===== src/rtl/fios_sched_pkg.sv =====
// rtl/fios_sched_pkg.sv - shared word width, FSM state and requester-id types for the FIOS scheduler
package fios_sched_pkg;

  localparam int WORD_W = 17;

  typedef enum logic [1:0] {
    IDLE  = 2'd0,
    LOAD  = 2'd1,
    START = 2'd2,
    RUN   = 2'd3
  } state_t;

  typedef logic req_id_t;

endpackage


===== src/rtl/fios_rr_arb.sv =====
// rtl/fios_rr_arb.sv - 2-way round-robin arbiter; pointer moves past the served requester on update
module fios_rr_arb
  import fios_sched_pkg::*;
(
  input  logic       clock_i,
  input  logic       reset_i,
  input  logic [1:0] req,
  input  logic       update,
  input  req_id_t    served,
  output logic       any,
  output req_id_t    gnt_id
);

  req_id_t prio;

  always_comb begin
    any    = |req;
    gnt_id = (req == 2'b11) ? prio : req[1];
  end

  always_ff @(posedge clock_i or negedge reset_i) begin
    if (!reset_i) begin
      prio <= 1'b0;
    end else if (update) begin
      prio <= ~served;
    end
  end

endmodule


===== src/rtl/fios_mm_sched.sv =====
// rtl/fios_mm_sched.sv - job scheduler feeding operand words to a FIOS Montgomery multiplier
// Optional watchdog on the RUN state is built when FIOS_SCHED_WDOG_EN is defined.
module fios_mm_sched
  import fios_sched_pkg::*;
#(
  parameter int S           = 8,
  parameter int TIMEOUT_CYC = 4096
) (
  input  logic              clock_i,
  input  logic              reset_i,
  input  logic [1:0]        req_i,
  output logic [1:0]        gnt_o,
  input  logic              ld_valid_i,
  output logic              ld_ready_o,
  input  logic [WORD_W-1:0] ld_b_i,
  input  logic [WORD_W-1:0] ld_p_i,
  output logic              mm_start_o,
  input  logic              b_fetch_i,
  input  logic              p_fetch_i,
  output logic [WORD_W-1:0] b_o,
  output logic [WORD_W-1:0] p_o,
  input  logic              res_push_i,
  input  logic [WORD_W-1:0] res_i,
  input  logic              done_i,
  output logic              res_valid_o,
  output logic [WORD_W-1:0] res_data_o,
  output logic              res_id_o,
  output logic              res_last_o,
  output logic              busy_o,
  output logic              err_o
);

  localparam int IW = (S > 1) ? $clog2(S) : 1;
  localparam int CW = $clog2(S + 1);
  localparam logic [IW-1:0] IDX_LAST = IW'(S - 1);
  localparam logic [CW-1:0] CNT_LAST = CW'(S - 1);
  localparam logic [CW-1:0] CNT_FULL = CW'(S);

  state_t            state_q, state_d;
  logic [1:0]        gnt_q;
  req_id_t           id_q;
  logic [WORD_W-1:0] b_buf [S];
  logic [WORD_W-1:0] p_buf [S];
  logic [IW-1:0]     ld_idx, b_idx, p_idx;
  logic [CW-1:0]     push_cnt;
  logic              arb_any, arb_upd;
  req_id_t           arb_id;
  logic              beat, in_run, timeout, stray;

  assign ld_ready_o = (state_q == LOAD);
  assign mm_start_o = (state_q == START);
  assign busy_o     = (state_q != IDLE);
  assign gnt_o      = gnt_q;
  assign b_o        = b_buf[b_idx];
  assign p_o        = p_buf[p_idx];
  assign beat       = ld_valid_i && ld_ready_o;
  assign in_run     = (state_q == RUN);
  assign stray      = !in_run && (b_fetch_i || p_fetch_i || res_push_i || done_i);

  fios_rr_arb u_arb (
    .clock_i (clock_i),
    .reset_i (reset_i),
    .req     (req_i),
    .update  (arb_upd),
    .served  (id_q),
    .any     (arb_any),
    .gnt_id  (arb_id)
  );

`ifdef FIOS_SCHED_WDOG_EN
  localparam int TW = $clog2(TIMEOUT_CYC + 1);
  logic [TW-1:0] wd_cnt;

  // START counts as the first watched cycle, so IDLE is reached TIMEOUT_CYC cycles after START
  always_ff @(posedge clock_i or negedge reset_i) begin
    if (!reset_i) begin
      wd_cnt <= '0;
    end else if (state_q == START) begin
      wd_cnt <= TW'(1);
    end else if (in_run) begin
      wd_cnt <= wd_cnt + 1'b1;
    end
  end

  assign timeout = in_run && !done_i && (wd_cnt == TW'(TIMEOUT_CYC - 1));
`else
  assign timeout = 1'b0;
`endif

  always_comb begin
    state_d = state_q;
    arb_upd = 1'b0;
    case (state_q)
      IDLE:    if (arb_any) state_d = LOAD;
      LOAD:    if (beat && (ld_idx == IDX_LAST)) state_d = START;
      START:   state_d = RUN;
      RUN: begin
        if (done_i || timeout) begin
          state_d = IDLE;
          arb_upd = 1'b1;
        end
      end
      default: state_d = IDLE;
    endcase
  end

  always_ff @(posedge clock_i or negedge reset_i) begin
    if (!reset_i) begin
      state_q <= IDLE;
    end else begin
      state_q <= state_d;
    end
  end

  // Operand storage is intentionally not reset; it is fully rewritten by every job
  always_ff @(posedge clock_i) begin
    if (beat) begin
      b_buf[ld_idx] <= ld_b_i;
      p_buf[ld_idx] <= ld_p_i;
    end
  end

  always_ff @(posedge clock_i or negedge reset_i) begin
    if (!reset_i) begin
      gnt_q       <= 2'b00;
      id_q        <= 1'b0;
      ld_idx      <= '0;
      b_idx       <= '0;
      p_idx       <= '0;
      push_cnt    <= '0;
      res_valid_o <= 1'b0;
      res_data_o  <= '0;
      res_id_o    <= 1'b0;
      res_last_o  <= 1'b0;
      err_o       <= 1'b0;
    end else begin
      if (state_q == IDLE && arb_any) begin
        gnt_q  <= {arb_id, ~arb_id};
        id_q   <= arb_id;
        ld_idx <= '0;
      end
      if (in_run && state_d == IDLE) begin
        gnt_q <= 2'b00;
      end
      if (beat) begin
        ld_idx <= (ld_idx == IDX_LAST) ? '0 : ld_idx + 1'b1;
      end
      if (state_q == START) begin
        b_idx    <= '0;
        p_idx    <= '0;
        push_cnt <= '0;
      end
      if (in_run && b_fetch_i) begin
        b_idx <= (b_idx == IDX_LAST) ? '0 : b_idx + 1'b1;
      end
      if (in_run && p_fetch_i) begin
        p_idx <= (p_idx == IDX_LAST) ? '0 : p_idx + 1'b1;
      end

      res_valid_o <= in_run && res_push_i;
      res_last_o  <= in_run && res_push_i && (push_cnt == CNT_LAST);
      if (in_run && res_push_i) begin
        res_data_o <= res_i;
        res_id_o   <= id_q;
        // Saturate so any overflow push keeps being flagged
        if (push_cnt != CNT_FULL) push_cnt <= push_cnt + 1'b1;
      end

      if (stray || timeout || (in_run && res_push_i && push_cnt == CNT_FULL)) begin
        err_o <= 1'b1;
      end
    end
  end

endmodule


===== config.mk =====
export PLATFORM = sky130hd
export DESIGN_NAME = fios_mm_sched
export DESIGN_NICKNAME = d
export VERILOG_FILES = /design/src/rtl/fios_sched_pkg.sv /design/src/rtl/fios_rr_arb.sv /design/src/rtl/fios_mm_sched.sv
export SDC_FILE = /design/constraint.sdc
export NUM_CORES = 1
export LEC_CHECK = 0
export CORE_MARGIN = 4
export CORE_UTILIZATION = 50
export CTS_BUF_LIST = sky130_fd_sc_hd__clkbuf_8 sky130_fd_sc_hd__clkbuf_16
export DETAILED_ROUTE_END_ITERATION = 8
export PLACE_DENSITY = 0.72
export SYNTH_ARGS = -nofsm -noshare
export SYNTH_HDL_FRONTEND = slang
export SYNTH_HIERARCHICAL = 1
export SYNTH_SLANG_ARGS = --single-unit

===== constraint.sdc =====
create_clock -name clock_i -period 5.88 [get_ports clock_i]
set_input_delay 1.176 -clock clock_i [delete_from_list [all_inputs] [get_ports clock_i]]
set_output_delay 1.176 -clock clock_i [all_outputs]
set_load 0.005 [all_outputs]

# After elaboration in Yosys (flattened, before gate mapping)

Memory sizes are Yosys's and may differ from the RTL's.
Index checks and enable logic that the tools add are counted.
W data, S select, Z words.

Register bits after elaboration: 40
Latch bits: 0
Bits in writable memories: 272
Bits in read-only memories: 0
Input port bits: 60
Word-level logic and storage cells: 76
Memories kept: 2

Memory list:

| name  | words | bits a word | read ports | clocked after memory_dff | wr ports | RTL line            | RTL |
|---|---|---|---|---|---|---|---|
| b_buf | 8     | 17          | 1          | 0                        | 1        | fios_mm_sched.sv:42 | `logic [WORD_W-1:0] b_buf [S];` |
| p_buf | 8     | 17          | 1          | 0                        | 1        | fios_mm_sched.sv:43 | `logic [WORD_W-1:0] p_buf [S];` |

Add/sub/neg operators: 4
$mul: 0
Div/mod/pow operators: 0
Magnitude comparators: 0
Equality and inequality tests: 10
Shift operators: 0
Mux-type cells: 22
Bitwise logic cells: 2
Reduce and logical (&&, ||, !) cells: 23

Operators with widths:

| kind                  | count |
|---|---|
| $mux W3               | 8 |
| $mux W4               | 3 |
| $logic_and A1 B1 Y1   | 10 |
| $mux W2               | 5 |
| $reduce_bool A2 Y1    | 5 |
| $add A3 B1 Y3 const B | 3 |
| $eq A3 B3 Y1 const B  | 3 |
| $pmux W2 S4           | 1 |
| $eq A2 B2 Y1 const B  | 3 |
| $mux W1               | 5 |
| $add A4 B1 Y4 const B | 1 |
| $eq A4 B3 Y1 const B  | 1 |
| $eq A4 B4 Y1 const B  | 1 |
| $logic_not A2 Y1      | 2 |
| $logic_or A1 B1 Y1    | 4 |
| $ne A4 B4 Y1 const B  | 1 |
| $eq A2 B1 Y1 const B  | 1 |
| $not A1 Y1            | 2 |
| $reduce_or A2 Y1      | 1 |
| $logic_not A1 Y1      | 1 |

# Depth between registers and ports, before layout

Gate-level depths: netlist of run 1.

Depth after elaboration: 8
Depth in mapped cells: 5

# Hierarchy

The synthesis of run 1 kept the hierarchy.

By module, submodules not included:

| module        | instances | cells each | area an instance (um^2) | sequential area each (um^2) |
|---|---|---|---|---|
| fios_mm_sched | 1         | 540        | 12210.5                 | 9143.8 |
| fios_rr_arb   | 1         | 6          | 51.3                    | 25.0 |

# Worst setup path before layout of run 1

No wires, ideal clock.

Kind: in2reg
Start: in ld_valid_i
End: mem b_buf[0][0], enable pin
Data arrival time: 4.517 ns
Data required time: 5.370 ns
Setup slack: 0.853 ns
Cell stages on the path: 2
Path buffers: 0
Path through: nand2_1 > nor4_1

Word-level cells in the longest chain between the ends: 3

RTL lines:

| element                       | RTL line             | RTL |
|---|---|---|
| start, declared               | fios_mm_sched.sv:13  | `input logic ld_valid_i,` |
| $logic_and A1 B1 Y1           | fios_mm_sched.sv:56  | `assign beat = ld_valid_i && ld_ready_o;` |
| $mux W1                       | fios_mm_sched.sv:117 | `if (beat) begin` |
| $mux W1 (implied by the code) | fios_mm_sched.sv:118 | `b_buf[ld_idx] <= ld_b_i;` |
| end, declared                 | fios_mm_sched.sv:42  |  |

No other way between the ends.

# Worst setup path in the final report of run 1

Start: reg p_idx[0]
End: out p_o[5]

Word-level cells in the longest chain between the ends: 1

RTL lines:

| element                | RTL line             | RTL |
|---|---|---|
| start, declared        | fios_mm_sched.sv:44  | `logic [IW-1:0] ld_idx, b_idx, p_idx;` |
| start signal, assigned | fios_mm_sched.sv:157 | `p_idx <= (p_idx == IDX_LAST) ? '0 : p_idx + 1'b1;` |
| $mem_v2 Z8 W17         | -                    |  |
| end, declared          | fios_mm_sched.sv:21  | `output logic [WORD_W-1:0] p_o,` |

No other way between the ends.

==> out/metrics.yaml, run 1 <==
critical_path_arrival_ns: 3.11
wl_met2_um: 11300
track_usage_pct: 17.2
synth_ff_type: "edfxtp_1"
regToRegStartpoint: "state_q[0]$_DFF_PN0_"
cts_buffer_depth: 3
final_hold_viol_count: 0
holdPathStages: 1
cts_tree: "yes"
cts_hold_buf: 0
relSlewSlack_pct: 26.6
avgSynthCellArea_um2: 22.5
status: "finished, final reports clean"
syn_area_um2: 12300
synth_simple_gate_area_share_pct: 1.84
antenna_found_initial: 0
synth_edf_count: 272
power_density_nw_per_um2: 467
start_util_pct: 50.6
gp_congestion: 0.740
synth_top_family_by_area: "multiplexers"
hold_path_class: "reg -> reg"
period_share_pct: 72.8
setup_tns_ns: 0
cts_root_buffer: "clkbuf_16"
finalInstanceArea_um2: 14900
rsz0062_at_grt: "no"
die_h_um: 165
grt_overflow: 0
ys_ff_latch: 312
ys.warnings.count: 6
slew_violations: 0
cp_slowest_stage_delay_ns: 1.09
r2r-end: "p_buf[5][7]$_DFFE_PP_"
vias: 5825
nFillCells: 1728
top_layer: "met4"
ys_types: 34
critPathKind: "reg -> out"
cp_top_family: "flip-flops"
fp.dieW_um: 165
routed_wl_um: 23400
antennaDiodeCount: 0
dieArea_um2: 27100
tightest_slew_ns: 1.10
drc: 0
htreeDepth: 1
layout_common_cells: "edfxtp_1, clkdlybuf4s50_1, mux4_1"
crit_buf_inv: 1
path_cells: "mux4_1 -> mux2_2 -> clkdlybuf4s50_1"
cts.repair.resized: 0
synth_compound_area_share_pct: 1.27
wl_per_cell_um: 22.6
synth_nets: 614
reg2reg_depth: 4
yosysSeqAreaShare_pct: 74.8
cts.sinks: 312
final_common_cell: "edfxtp_1"
grt_pass1_vias: 6088
cts_made_buffers: 31
hold_ws_ns: 0.480
synthAdderAreaFrac_pct: 0.816
maxCapViolCount: 0
drt_pass1_iterations: 4
fmax_mhz: 234
grt_max_degree: 41
synth-xor-area-share_pct: 0
dp_hpwl_um: 14200
clock_latency_ns: 0.56
critPathSlowestCell: "dfrtp_2"
grt_pass1_wl_um: 35500
syn-instance-count: 546
area_delta_synth_final_pct: 21.8
met3WireLength_um: 1390
hold_end: "u_arb/prio$_DFFE_PN0P_"
pin_count: 120
start_kind: "flip-flop"
setup-violations-final: 0
routed_via_density: 5.63
period_minus_slack_ns: 4.28
post_dp_cell_area_um2: 13800
wl_met1_um: 10200
drive_gt1_share_pct: 18.3
end_kind: "output port"
vdd_drop_max_v: 0.000406
crit_fanout: 37
synth-async-reset-ratio_pct: 12.8
cp.required_ns: 4.70
path_clk_slew_ns: 0.07
rows: 57
holdCritStartpoint: "id_q$_DFFE_PN0P_"
core-area_um2: 24200
post-cts-setup-buffers: 0
final_nets: 754
portBuffers: 119
drtAntennaViolNets: 0
skew_ns: 0.0112
synth_mux_area_share_pct: 19.7
leakagePower_nw: 5.18
r2r_slack_ns: 3.25
drt_first_iter_violations: 313
[logic make-up after synthesis]
| logic type | after synthesis |
|---|---|
| buffers and inverters | 34 |
| adder cells (fa/ha/maj) | 8 |
| multiplexers | 125 |
| AO/OA/AOI/OAI | 23 |
| flip-flops | 312 |
| AND/OR/NAND/NOR | 44 |
[synthesized netlist by cell type (all sizes together) (3+ instances only)]
library cell	n	area [um^2]
nor2	10	37.5
mux2i	4	40.0
clkbuf	9	33.8
nor2b	3	18.8
ha	8	100
and3	3	18.8
a22o	5	43.8
a21oi	4	20.0
nor3	4	20.0
nand3	3	15.0
buf	17	133
dfrtp	40	1000
o21ai	7	35.0
nand2	9	33.8
mux4	68	1780
edfxtp	272	8170
nand2b	3	18.8
inv	8	30.0
mux2	53	597
[registers in the layout, indices dropped and copies added, names as in the netlist]
signal,cells
err_o,1
res_data_o,17
id_q,1
p_idx,3
res_last_o,1
push_cnt,4
b_buf,136
res_id_o,1
state_q,2
b_idx,3
ld_idx,3
res_valid_o,1
gnt_o,2
u_arb/prio,1
p_buf,136
[through the flow]
step                util (%)  worst slack [ns]  std cells  power [W]
finish                  61.6              1.60       1034    0.00698
global route            61.6              1.48       1034    0.00730
CTS                     61.6              1.57       1034    0.00706
detailed placement      57.1              2.17        977    0.00498
global placement        57.1              2.21        977    0.00492
floorplan                  -             0.853        546    0.00408
[final cells by class]
type                    instances  area (um^2)  share of cell area (%)
flip-flops and latches        312         9170                    61.4
clock buffers                  31          776                    5.20
multi-input cells             200         2950                    19.7
well taps                     324          405                    2.72
inverters                       8         30.0                   0.201
repair buffers                133         1290                    8.65
clock inverters                26          312                    2.09
[per-layer routing]
layer  vias up  track usage [%]
met5         -                0
met3        34             3.17
met4         0             3.93
li1       2606                -
met1      3002             24.5
met2       183             28.3
[power breakdown]
part / switching (W) / total, W / internal, W
logic: 0.000700 / 0.00184 / 0.00114
clock network: 0.000807 / 0.00207 / 0.00126
registers: 0.000296 / 0.00307 / 0.00277
total: 0.00180 / 0.00698 / 0.00517
[how the worst max path moves through the flow]
| stage | from | to | slack, ns | cells past startpoint |
|---|---|---|---|---|
| 2_1_floorplan | ld_valid_i | b_buf[0][0]$_DFFE_PP_ | 0.85 | 2 |
| 3_3_place_gp | b_idx[0]$_DFFE_PN0P_ | b_o[15] | 2.21 | 3 |
| 4_1_cts | p_idx[0]$_DFFE_PN0P_ | p_o[5] | 1.57 | 3 |
| 5_1_grt | p_idx[0]$_DFFE_PN0P_ | p_o[5] | 1.48 | 3 |
| 3_5_place_dp | p_idx[0]$_DFFE_PN0P_ | p_o[5] | 2.17 | 3 |
| 6_report | p_idx[0]$_DFFE_PN0P_ | p_o[5] | 1.60 | 3 |
Power figures use the tool's default switching activity.
==> run 2: changes to the inputs <==
--- a/config.mk
+++ b/config.mk
@@ -9,7 +9,7 @@
 export CORE_UTILIZATION = 50
 export CTS_BUF_LIST = sky130_fd_sc_hd__clkbuf_8 sky130_fd_sc_hd__clkbuf_16
 export DETAILED_ROUTE_END_ITERATION = 8
-export PLACE_DENSITY = 0.72
+export PLACE_DENSITY = 0.75
 export SYNTH_ARGS = -nofsm -noshare
 export SYNTH_HDL_FRONTEND = slang
 export SYNTH_HIERARCHICAL = 1
==> constraint.sdc (replaced) <==
create_clock -name clock_i -period 3.7 [get_ports clock_i]
set_input_delay 0.74 -clock clock_i [delete_from_list [all_inputs] [get_ports clock_i]]
set_output_delay 0.74 -clock clock_i [all_outputs]
set_load 0.005 [all_outputs]
==> out/metrics.yaml, run 2 (synthesis gave the netlist of run 1 again) <==
hold_path_class: "in -> async"
grt_pass1_vias: 6245  # +2.6%
drt_pass1_iterations: 5  # +1
p_clk_share_pct: 28.5  # -1.2 points
critPathKind: "reg -> out"
path_clk_slew_ns: 0.06  # about the same
dieArea_um2: 27100  # unchanged
crit_buf_inv: 2  # +1
grt_max_degree: 41  # unchanged
drtAntennaViolNets: 0  # unchanged
path_cells: "buf_4 -> mux4_1 -> mux2_2 -> clkdlybuf4s50_1"
seq_area_um2: 9170  # about the same
cp_slowest_stage_delay_ns: 0.64  # -0.45 ns
drc: 0  # unchanged
status: "finished, final reports clean"
cp_top_family: "multiplexers"
critPathSlowestCell: "dfrtp_4"
skew_ns: 0.0177  # +0.00653 ns
cts.sinks: 312  # unchanged
cts_buffer_depth: 3  # unchanged
p_int_w: 0.00812  # +57%
routed_via_density: 5.68  # +0.76%
fmax_mhz: 286
critical_path_arrival_ns: 2.75  # -0.36 ns
antennaDiodeCount: 0  # unchanged
combPwrFrac_pct: 28.4  # +2.0 points
core-area_um2: 24200  # unchanged
layout_common_cells: "edfxtp_1, clkdlybuf4s50_1, mux4_1"
final_util_pct: 61.9  # +0.31 points
drt_first_iter_violations: 303  # -3.2%
cts_root_buffer: "clkbuf_16"
htreeDepth: 2  # +1
grt_pass1_wl_um: 36500  # +2.8%
setup-violations-final: 0  # unchanged
power_switching_w: 0.00293  # +63%
die_h_um: 165  # unchanged
slew_violations: 0  # unchanged
portBuffers: 119  # unchanged
relSlewSlack_pct: 40.5  # +14 points
antenna_found_initial: 3  # +3
routed_wl_um: 24300  # +4.1%
period_minus_slack_ns: 3.49
vias: 5943  # +2.0%
final_common_cell: "edfxtp_1"
cts_made_buffers: 34  # +9.7%
p_sw_share_pct: 26.5  # +0.67 points
vdd_drop_max_v: 0.000505  # +24%
maxCapViolCount: 0  # unchanged
hold_ws_ns: 0.360  # -0.120 ns
cp.required_ns: 2.96  # -1.74 ns
rsz0062_at_grt: "no"
fin_cells: 1047  # +1.3%
drive_gt1_share_pct: 19.1  # +0.78 points
rows: 57  # unchanged
dp_hpwl_um: 14700  # +3.8%
start_kind: "flip-flop"
start_util_pct: 50.6  # unchanged
dp_cells: 988  # +1.1%
post-cts-setup-buffers: 0  # unchanged
cts_tree: "yes"
end_kind: "output port"
wl_per_cell_um: 23.2  # +2.8%
power_density_nw_per_um2: 736  # +58%
top_regs: "b_buf: 136 flops, p_buf: 136 flops, res_data_o: 17 flops"
final_hold_viol_count: 0  # unchanged
track_usage_pct: 18.0  # +0.80 points
crit_fanout: 21  # -43%
leakagePower_nw: 5.24  # +1.1%
multi_input_area_um2: 2960  # +0.51%
grt_overflow: 0  # unchanged
clock_latency_ns: 0.51  # -0.05 ns
p_seq_share_pct: 43.0  # -1.0 points
p_total_w: 0.0110  # +58%
tightest_slew_ns: 0.892  # -0.208 ns
period_share_pct: 94.4
gp_congestion: 0.773  # +4.5%
nFillCells: 1695  # -1.9%
area_delta_synth_final_pct: 22.4
pin_count: 120  # unchanged
final_nets: 768  # +1.9%
fp.dieW_um: 165  # unchanged
==> run 2: worst paths after layout <==
check | start | end | slack [ns] | cells after the start
max | b_idx[0]$_DFFE_PN0P_ | b_o[12] | 0.21 | 4
min | reset_i | res_data_o[4]$_DFFE_PN0P_ | 0.36 | 1
max reg2reg | state_q[0]$_DFF_PN0_ | p_buf[1][11]$_DFFE_PP_ | 1.55 | 4
min reg2reg | id_q$_DFFE_PN0P_ | u_arb/prio$_DFFE_PN0P_ | 0.48 | 1
max in group asynchronous | reset_i | b_idx[0]$_DFFE_PN0P_ | 2.69 | 1
min in group clock_i | id_q$_DFFE_PN0P_ | u_arb/prio$_DFFE_PN0P_ | 0.48 | 1
==> run 2: worst register-to-register path, delay by kind of cell, from the launching register on <==
family | cells | cell delay, ns
buffers and inverters | 1 | 0.37
and+or+nand+nor | 3 | 0.84
DFF | 1 | 0.57
==> run 2: power groups by stage <==
stage | Sequential, W | Clock (W) | Combinational, W
2_1_floorplan | 0.00465 | 0 | 0.00183
3_3_place_gp | 0.00477 | 0 | 0.00309
3_5_place_dp | 0.00483 | 0 | 0.00319
4_1_cts | 0.00476 | 0.00322 | 0.00321
5_1_grt | 0.00481 | 0.00338 | 0.00339
6_report | 0.00475 | 0.00315 | 0.00314
==> run 2: routing by layer <==
layer / track usage [%] / share of wire, % / up-vias
met2: 32.4 / 54 / 163
li1: - / - / 2624
met1: 22.0 / 38 / 3102
met3: 4.59 / 6.1 / 48
met5: 0 / 0.15 / -
met4: 4.08 / 2.0 / 6
==> run 2: cell type report <==
class / instances / share of cell area, %
timing repair buffer: 144 / 9.24
inverter: 8 / 0.200
tap: 324 / 2.70
clock buffer: 35 / 5.76
clock inverter: 24 / 1.24
multi-input combinational: 200 / 19.7
sequential: 312 / 61.1
==> run 2: timing repair <==
item | 4_1_cts | 5_1_grt
gates resized for setup | 0 | 1
endpoints found under the hold margin | 0 | 0
endpoints found under the setup margin | 0 | 8
hold buffers | 0 | 0
==> run 2: metrics by stage <==
stage | setup WS [ns] | TNS, ns | area (um^2)
2_1_floorplan | -0.108 | -11.01 | 12300
3_3_place_gp | 0.662 | 0 | 14000
3_5_place_dp | 0.625 | 0 | 14000
4_1_cts | 0.0697 | 0 | 15000
5_1_grt | 0.119 | 0 | 15000
6_report | 0.208 | 0 | 15000
==> run 3: changes to the inputs <==
--- a/config.mk
+++ b/config.mk
@@ -5,7 +5,8 @@
 export SDC_FILE = /design/constraint.sdc
 export NUM_CORES = 1
 export LEC_CHECK = 0
-export CORE_MARGIN = 4
+export CORE_ASPECT_RATIO = 0.7
+export CORE_MARGIN = 2
 export CORE_UTILIZATION = 50
 export CTS_BUF_LIST = sky130_fd_sc_hd__clkbuf_8 sky130_fd_sc_hd__clkbuf_16
 export DETAILED_ROUTE_END_ITERATION = 8
==> out/metrics.yaml, run 3 (synthesis gave the netlist of run 1 again) <==
status: "finished, final reports clean"
rsz0062_at_grt: "no"
wl_per_cell_um: 23.1  # -0.60%
skew_ns: 0.0104  # -0.00730 ns
period_minus_slack_ns: 3.46  # -0.0325 ns
critPathKind: "reg -> out"
cts_root_buffer: "clkbuf_16"
cp-endpoint: "p_o[8]"
htreeDepth: 1  # -1
combPwrFrac_pct: 29.9  # +1.5 points
gp_congestion: 0.710  # -8.1%
cts.sinks: 312  # unchanged
antenna_found_initial: 1  # -2
vdd_drop_max_v: 0.000431  # -15%
cts_buffer_depth: 3  # unchanged
p_seq_share_pct: 43.3  # +0.3 points
critical_path_arrival_ns: 2.72  # -0.03 ns
cts_tree: "yes"
antennaDiodeCount: 0  # unchanged
cts.repair.resized: 0  # unchanged
leakagePower_nw: 5.18  # -1.2%
crit_fanout: 24  # +14%
regToRegStartpoint: "state_q[0]$_DFF_PN0_"
hold_path_class: "in -> async"
path_clk_slew_ns: 0.06  # about the same
vias: 5800  # -2.4%
final_nets: 756  # -1.6%
p_clk_share_pct: 26.8  # -1.7 points
drtAntennaViolNets: 0  # unchanged
grt_max_degree: 41  # unchanged
fp.dieW_um: 191  # +16%
setup_tns_ns: 0  # unchanged
grt_overflow: 0  # unchanged
relSlewSlack_pct: 40.7  # +0.22 points
start_util_pct: 51.4  # +0.79 points
grt_pass1_wl_um: 36100  # -0.98%
core-area_um2: 23900  # -1.5%
cts_hold_buf: 0  # unchanged
drc: 0  # unchanged
p_int_w: 0.00795  # -2.1%
period_share_pct: 93.5  # -0.88 points
grt_pass1_vias: 6193  # -0.83%
power_switching_w: 0.00284  # -2.9%
end_kind: "output port"
drt_first_iter_violations: 361  # +19%
maxCapViolCount: 0  # unchanged
clock_latency_ns: 0.54  # +0.03 ns
final_hold_viol_count: 0  # unchanged
fmax_mhz: 289  # +0.94%
drive_gt1_share_pct: 17.6  # -1.5 points
r2r_slack_ns: 1.38  # -0.17 ns
r2r-end: "p_buf[3][6]$_DFFE_PP_"
p_sw_share_pct: 26.4  # -0.16 points
cts_made_buffers: 29  # -15%
start_kind: "flip-flop"
setup-violations-final: 0  # unchanged
layout_common_cells: "edfxtp_1, clkdlybuf4s50_1, mux4_1"
rows: 47  # -18%
post-cts-setup-buffers: 0  # unchanged
dp_hpwl_um: 13900  # -5.5%
die_h_um: 135  # -18%
top_regs: "b_buf: 136 flops, p_buf: 136 flops, res_data_o: 17 flops"
drt_pass1_iterations: 4  # -1
portBuffers: 119  # unchanged
cp.required_ns: 2.96  # about the same
tightest_slew_ns: 0.889  # -0.00332 ns
startpoint: "p_idx[0]$_DFFE_PN0P_"
pin_count: 120  # unchanged
routed_wl_um: 23700  # -2.5%
slew_violations: 0  # unchanged
reg2reg_depth: 4  # unchanged
track_usage_pct: 18.8  # +0.74 points
setup_ws_ns: 0.241  # +0.0325 ns
area_delta_synth_final_pct: 21.2
routed_via_density: 5.65  # -0.51%
final_util_pct: 62.2  # +0.36 points
dieArea_um2: 25800  # -4.7%
dp_slack_ns: 0.778  # +0.153 ns
final_common_cell: "edfxtp_1"
power_density_nw_per_um2: 726  # -1.4%
p_total_w: 0.0108  # -2.3%
run 3: cell count changes in the layout (fill, tap and decap cells not counted), sizes merged:
| cell | previous run | this run |
|---|---|---|
| buf | 26 | 19 |
| bufinv | 2 | 3 |
| clkbuf | 35 | 31 |
| clkinv | 11 | 8 |
| clkinvlp | 2 | 0 |
| inv | 17 | 18 |
run 3: worst min path at each step:
stage	endpoint	depth (start not counted)	slack, ns	start
floorplan	u_arb/prio$_DFFE_PN0P_	1	0.43	id_q$_DFFE_PN0P_
global placement	u_arb/prio$_DFFE_PN0P_	1	0.45	id_q$_DFFE_PN0P_
detailed placement	err_o$_DFFE_PN0P_	1	0.46	err_o$_DFFE_PN0P_
CTS	res_data_o[10]$_DFFE_PN0P_	1	0.35	reset_i
global route	res_data_o[8]$_DFFE_PN0P_	1	0.39	reset_i
finish	res_data_o[8]$_DFFE_PN0P_	1	0.32	reset_i
run 3: layout make-up:
type | count | area [um^2]
inverters | 8 | 30.0
fillers | 1634 | 9010
repair buffers | 137 | 1370
clock buffers | 31 | 753
well taps | 318 | 398
multi-input cells | 200 | 2960
clock inverters | 21 | 178
flip-flops and latches | 312 | 9170
run 3: power groups by stage:
stage	Sequential, W	Combinational (W)	Clock (W)
finish	0.00467	0.00323	0.00289
global route	0.00473	0.00348	0.00309
CTS	0.00468	0.00330	0.00295
detailed placement	0.00475	0.00327	0
global placement	0.00469	0.00317	0
floorplan	0.00465	0.00183	0
run 3: per-stage QoR:
step	cell area (um^2)	instances	hold slack (ns)
global route	14900	1027	0.386
finish	14900	1027	0.325
global placement	13900	975	0.447
floorplan	12300	546	0.429
detailed placement	13900	975	0.460
CTS	14900	1027	0.352
run 3: critical path, stage by stage, from the launching register on:
cell and delay (ns):
dfrtp_2 0.61, buf_12 0.25, mux4_1 0.56, mux2_2 0.30, clkdlybuf4s50_1 0.45
run 3: routing by layer:
layer / share of wire (%) / vias to the layer above / track usage (%)
met5: 0.055 / - / 0
li1: - / 2590 / -
met3: 5.4 / 40 / 3.90
met4: 1.6 / 2 / 3.89
met1: 43 / 3019 / 25.8
met2: 50 / 149 / 31.6
